[src/rtl/lns_fma_arbiter.sv]
// Round-robin arbiter sharing one pipelined LNS fmadd datapath among NREQ requesters.
// Latency LAT+2 cycles request-to-response; one outstanding op per requester, no response backpressure.
module lns_fma_arbiter #(
  parameter int NREQ = 4,
  parameter int W    = 16,
  parameter int LAT  = 3,
  parameter int IDW  = (NREQ > 1) ? $clog2(NREQ) : 1
) (
  input  logic              clk,
  input  logic              rst,
  input  logic [NREQ-1:0]   req_valid,
  output logic [NREQ-1:0]   req_ready,
  input  logic [NREQ*W-1:0] req_a,
  input  logic [NREQ*W-1:0] req_b,
  input  logic [NREQ*W-1:0] req_c,
  output logic              fma_valid,
  output logic [W-1:0]      fma_a,
  output logic [W-1:0]      fma_b,
  output logic [W-1:0]      fma_c,
  input  logic [W-1:0]      fma_result,
  output logic [NREQ-1:0]   rsp_valid,
  output logic [W-1:0]      rsp_data,
  output logic              busy
);

  function automatic logic [IDW-1:0] add_mod(input logic [IDW-1:0] base, input int off);
    int s;
    s = int'(base) + off;
    if (s >= NREQ) s = s - NREQ;
    return IDW'(s);
  endfunction

  logic [IDW-1:0]          ptr_q, ptr_d;
  logic [NREQ-1:0]         pending_q, pending_d;
  logic                    fma_vld_q, fma_vld_d;
  logic [W-1:0]            fma_a_q, fma_a_d, fma_b_q, fma_b_d, fma_c_q, fma_c_d;
  logic [LAT:0]            tag_vld_q, tag_vld_d;
  logic [LAT:0][IDW-1:0]   tag_id_q, tag_id_d;
  logic [NREQ-1:0]         rsp_vld_q, rsp_vld_d;
  logic [W-1:0]            rsp_dat_q, rsp_dat_d;

  logic [NREQ-1:0]         elig;
  logic [NREQ-1:0]         grant_oh;
  logic [IDW-1:0]          grant_id;
  logic [IDW-1:0]          cand;
  logic                    grant_vld;

  // A requester whose response is visible this cycle may re-issue immediately.
  always_comb begin
    elig      = req_valid & (~pending_q | rsp_vld_q);
    grant_vld = 1'b0;
    grant_id  = '0;
    cand      = '0;
    for (int k = 0; k < NREQ; k++) begin
      cand = add_mod(ptr_q, k);
      if (!grant_vld && elig[cand]) begin
        grant_vld = 1'b1;
        grant_id  = cand;
      end
    end
    if (rst) grant_vld = 1'b0;
    grant_oh = grant_vld ? (NREQ'(1) << grant_id) : '0;
  end

  always_comb begin
    ptr_d     = grant_vld ? add_mod(grant_id, 1) : ptr_q;
    pending_d = (pending_q & ~rsp_vld_q) | grant_oh;
    fma_vld_d = grant_vld;
    fma_a_d   = grant_vld ? req_a[grant_id*W +: W] : fma_a_q;
    fma_b_d   = grant_vld ? req_b[grant_id*W +: W] : fma_b_q;
    fma_c_d   = grant_vld ? req_c[grant_id*W +: W] : fma_c_q;
    // Stage 0 lines up with fma_valid; stage LAT lines up with fma_result.
    tag_vld_d = {tag_vld_q[LAT-1:0], grant_vld};
    tag_id_d  = {tag_id_q[LAT-1:0], grant_id};
    rsp_vld_d = tag_vld_q[LAT] ? (NREQ'(1) << tag_id_q[LAT]) : '0;
    rsp_dat_d = tag_vld_q[LAT] ? fma_result : rsp_dat_q;
  end

  always_ff @(posedge clk) begin
    if (rst) begin
      ptr_q     <= '0;
      pending_q <= '0;
      fma_vld_q <= 1'b0;
      fma_a_q   <= '0;
      fma_b_q   <= '0;
      fma_c_q   <= '0;
      tag_vld_q <= '0;
      tag_id_q  <= '0;
      rsp_vld_q <= '0;
      rsp_dat_q <= '0;
    end else begin
      ptr_q     <= ptr_d;
      pending_q <= pending_d;
      fma_vld_q <= fma_vld_d;
      fma_a_q   <= fma_a_d;
      fma_b_q   <= fma_b_d;
      fma_c_q   <= fma_c_d;
      tag_vld_q <= tag_vld_d;
      tag_id_q  <= tag_id_d;
      rsp_vld_q <= rsp_vld_d;
      rsp_dat_q <= rsp_dat_d;
    end
  end

  assign req_ready = grant_oh;
  assign fma_valid = fma_vld_q;
  assign fma_a     = fma_a_q;
  assign fma_b     = fma_b_q;
  assign fma_c     = fma_c_q;
  assign rsp_valid = rsp_vld_q;
  assign rsp_data  = rsp_dat_q;
  assign busy      = |pending_q;

endmodule

[config.mk]
export PLATFORM = sky130hd
export DESIGN_NAME = lns_fma_arbiter
export DESIGN_NICKNAME = d
export VERILOG_FILES = /design/src/rtl/lns_fma_arbiter.sv
export SDC_FILE = /design/constraint.sdc
export NUM_CORES = 1
export LEC_CHECK = 0
export ABC_AREA = 1
export CORE_MARGIN = 2
export CORE_UTILIZATION = 25
export CTS_BUF_LIST = sky130_fd_sc_hd__clkbuf_4
export DETAILED_ROUTE_END_ITERATION = 10
export GPL_TIMING_DRIVEN = 0
export SLEW_MARGIN = 20
export SYNTH_ARGS = -nofsm -noshare
export SYNTH_HDL_FRONTEND = slang
export SYNTH_SLANG_ARGS = --single-unit
[constraint.sdc]
create_clock -name clk -period 1.97 [get_ports clk]
set_input_delay 0.394 -clock clk [delete_from_list [all_inputs] [get_ports clk]]
set_output_delay 0.394 -clock clk [all_outputs]
set_load 0.02 [all_outputs]
==> metrics <==
status=complete, but fails checks; failing checks=negative setup slack; Max stage delay on crit path=0.48 ns; Clock Pin Slew Worst Setup and Hold Paths=0.17 ns; Hold Crit Class=flip-flop to flip-flop; Reg power frac=13.2%; share of power burned in the clock network=6.5%; switching share of power=49.2%; Final Setup Violations=54; DP Worst Slack=-1.39 ns; Ports=288; worst-path cell chain=inv_8 -> nand2_4 -> nand2_4 -> inv_4 -> nand3_4 -> nand2_8 -> nand2_4 -> nor2_1 -> nand3_1 -> nand2_4 -> inv_8 -> buf_8 -> nor2_4 -> nand2_2 -> inv_2 -> buf_6; Comb power frac=80.4%; warnings from Yosys=0; final cell count without fillers=1557; synthesis-stage register bit count=86; RSZ-0062 raised after global routing=true; CP top delay family=simple AND/OR/NAND/NOR gates; Hold WS=0.384 ns; max-cap viol count=0; cell mode on critical path=nand2_4; crit path max fanout=7; Slew @ Worst Pin=0.592 ns; Max Clk Rate=374 MHz; post-layout min period=2.67 ns; final setup skew=0.0222 ns; final setup margin=-0.702 ns; WP data required=1.58 ns; CTS buffer count=9; Final Hold Fails=0; internal power=10.1 mW; clk_lat worst skew=0.46 ns; Post-Syn Area=5290 sq um; Crit Path Class=flip-flop to output pin; CTS tree=yes; post-synth top area cell=dfxtp_1; DRC=0; Mean Syn Cell Area=5.68 sq um; pwr dens=2040 nW/um^2; clock buffer depth=2; Core Area=20900 sq um; drt pass-1 iters=4; syn_nets=1146; initial antenna violation count=2; post-synthesis sequential area ratio=32.5%; initial DRC count=272; period utilization=136%; top-area cell type share of the netlist area=32.5%; maximum number of pins on one net before global-route repair=18; Area contributors post-synth=dfxtp_1, nand2_1, nand3_1; synth unique cells=25; post-synthesis instance total=932; vias in the first global route=6266; global-route wire length before repair=33.1 mm; CTS root buffer=clkbuf_4; WP data arrival=2.28 ns; Leak=4.95 nW; Rows=53; Max transition margin=60.5%; placed cell count=1493; CTS sink count=86; startpoint types=flip-flop; Post-DP Area=8560 sq um; post-route design area=9780 sq um; Die ar.=22300 sq um; Setup TNS=-10.63 ns; Total Routing Usage GR=19.1%; layout cells sized above 1=15.6%; P_sw=9.83 mW; Avg WL per Cell=14.5 microns; Avg Vias per Cell=4.40; Final Max Slew Viols=0; Buffers & Inverters on Critical Path=6; Routed Antenna Nets=0; initial core utilization=25.3%; Critical Path Sink Type=output pin; Die Wd=149 microns; overall via count from detail_route=6849; CP max-delay cell=dfxtp_4; port bufs=286; synthesis-to-layout area growth=84.7%; # H-tree levels=3; Die Height=149 microns; DP Wirelength=17.0 mm; GP Congestion=0.841; Worst VDD drop=1.02 mV; gr ovfl total=0; final WL=22.6 mm; # hold bufs at CTS=0; Net count, final=1488
==> path summary, 6_finish.rpt <==
path	startpoint	end	slack, ns	cells after the start
min	tag_vld_q[2]	tag_vld_q[3]	0.38	2
max reg2reg	ptr_q[0]	pending_q[3]	-0.70	22
min reg2reg	tag_vld_q[2]	tag_vld_q[3]	0.38	2
max	ptr_q[0]	req_ready[3]	-0.70	16
==> repair_timing <==
action,in CTS,in global routing
gates cloned,4,3
endpoints found under the hold margin,0,0
buffers inserted,32,12
pin swaps,12,33
gates resized for setup,110,94
setup endpoints to repair,62,57
==> logic make-up (layout without fill, tap and decap cells) <==
logic type,count (synthesis),after routing,share of synthesized area (%)
flops,86,86,32.5
buf+inv,179,526,14.4
simple gates,646,646,51.0
other cells,0,3,0
compound gates,21,21,2.10
==> per-stage QoR <==
stage,utilization [%],power (mW)
global placement,41.0,14.7
detailed placement,41.0,14.8
global route,46.8,21.7
finish,46.8,20.0
CTS,44.9,18.9
floorplan,-,10.7
==> layout make-up <==
class,count,area (sq um)
Antenna cell,3,7.51
Buffer,53,464
Clock buffer,9,67.6
Clock inverter,7,111
Fill cell,2151,11100
Inverter,121,474
Multi-Input combinational cell,667,3120
Sequential cell,86,1740
Tap cell,275,344
Timing Repair Buffer,336,3450
==> power groups by stage <==
stage | Clock [mW] | Combinational [mW] | Sequential (mW)
2_1_floorplan | 0 | 7.60 | 3.06
3_3_place_gp | 0 | 12.1 | 2.60
6_report | 1.29 | 16.0 | 2.63
4_1_cts | 1.33 | 15.0 | 2.58
3_5_place_dp | 0 | 12.1 | 2.61
5_1_grt | 1.41 | 17.6 | 2.68
==> worst reg2reg max path: stages (launching register included) <==
cell	delay [ns]
dfxtp_4	0.48
inv_8	0.06
nand2_4	0.06
nand2_4	0.07
inv_4	0.08
nand3_4	0.08
nand2_8	0.10
nand2_4	0.06
nor2_1	0.09
nand3_1	0.14
nand2_4	0.15
inv_8	0.05
buf_8	0.12
nor2_4	0.07
nand2_2	0.07
buf_4	0.13
buf_4	0.12
buf_4	0.12
buf_4	0.12
buf_4	0.12
buf_4	0.12
buf_4	0.12
a21oi_2	0.09
==> sequential cells by signal, indices dropped and copies added (netlist names) <==
| signal | flops |
|---|---|
| fma_c | 16 |
| pending_q | 4 |
| fma_a | 16 |
| rsp_data | 16 |
| tag_vld_q | 4 |
| tag_id_q | 2 |
| fma_b | 16 |
| tag_id_d | 6 |
| rsp_valid | 4 |
| ptr_q | 2 |
==> layout by cell type, fill, tap and decap left out, types with 3 or more instances in the layout <==
cell type / instances
clkbuf_2: 9
buf_8: 9
clkdlybuf4s50_1: 277
diode_2: 3
inv_8: 5
dfxtp_1: 79
nor2_1: 50
nor2_4: 5
buf_2: 11
buf_12: 6
nand3_2: 26
inv_1: 112
buf_4: 36
nand3_1: 133
nand2_4: 8
nand3_4: 3
nand2_2: 17
dfxtp_2: 5
buf_6: 21
nand2_1: 397
clkbuf_1: 5
clkbuf_16: 3
o21ai_0: 17
clkbuf_4: 13
inv_2: 5
==> metal layers <==
layer / share of wire [%] / global-route usage, %
met5: 0 / 0
met2: 48 / 31.3
met3: 6.1 / 4.18
met4: 2.0 / 5.00
met1: 44 / 25.5
==> Yosys cell counts <==
cell        n
nand2_1   417
nand3_1   161
inv_1     117
dfxtp_1    86
nor2_1     52
buf_2      27
clkbuf_1   19
o21ai_0    17
buf_4       7
nand2_2     5
buf_6       4
inv_2       4
a21oi_1     2
nor2_2      2
nor3_2      2
a21oi_2     1
buf_1       1
nand2_4     1
nand3_2     1
nand3b_1    1
nand4_1     1
nand4_2     1
nor2_4      1
o21bai_1    1
or4_1       1
Power figures use the tool's default switching activity.
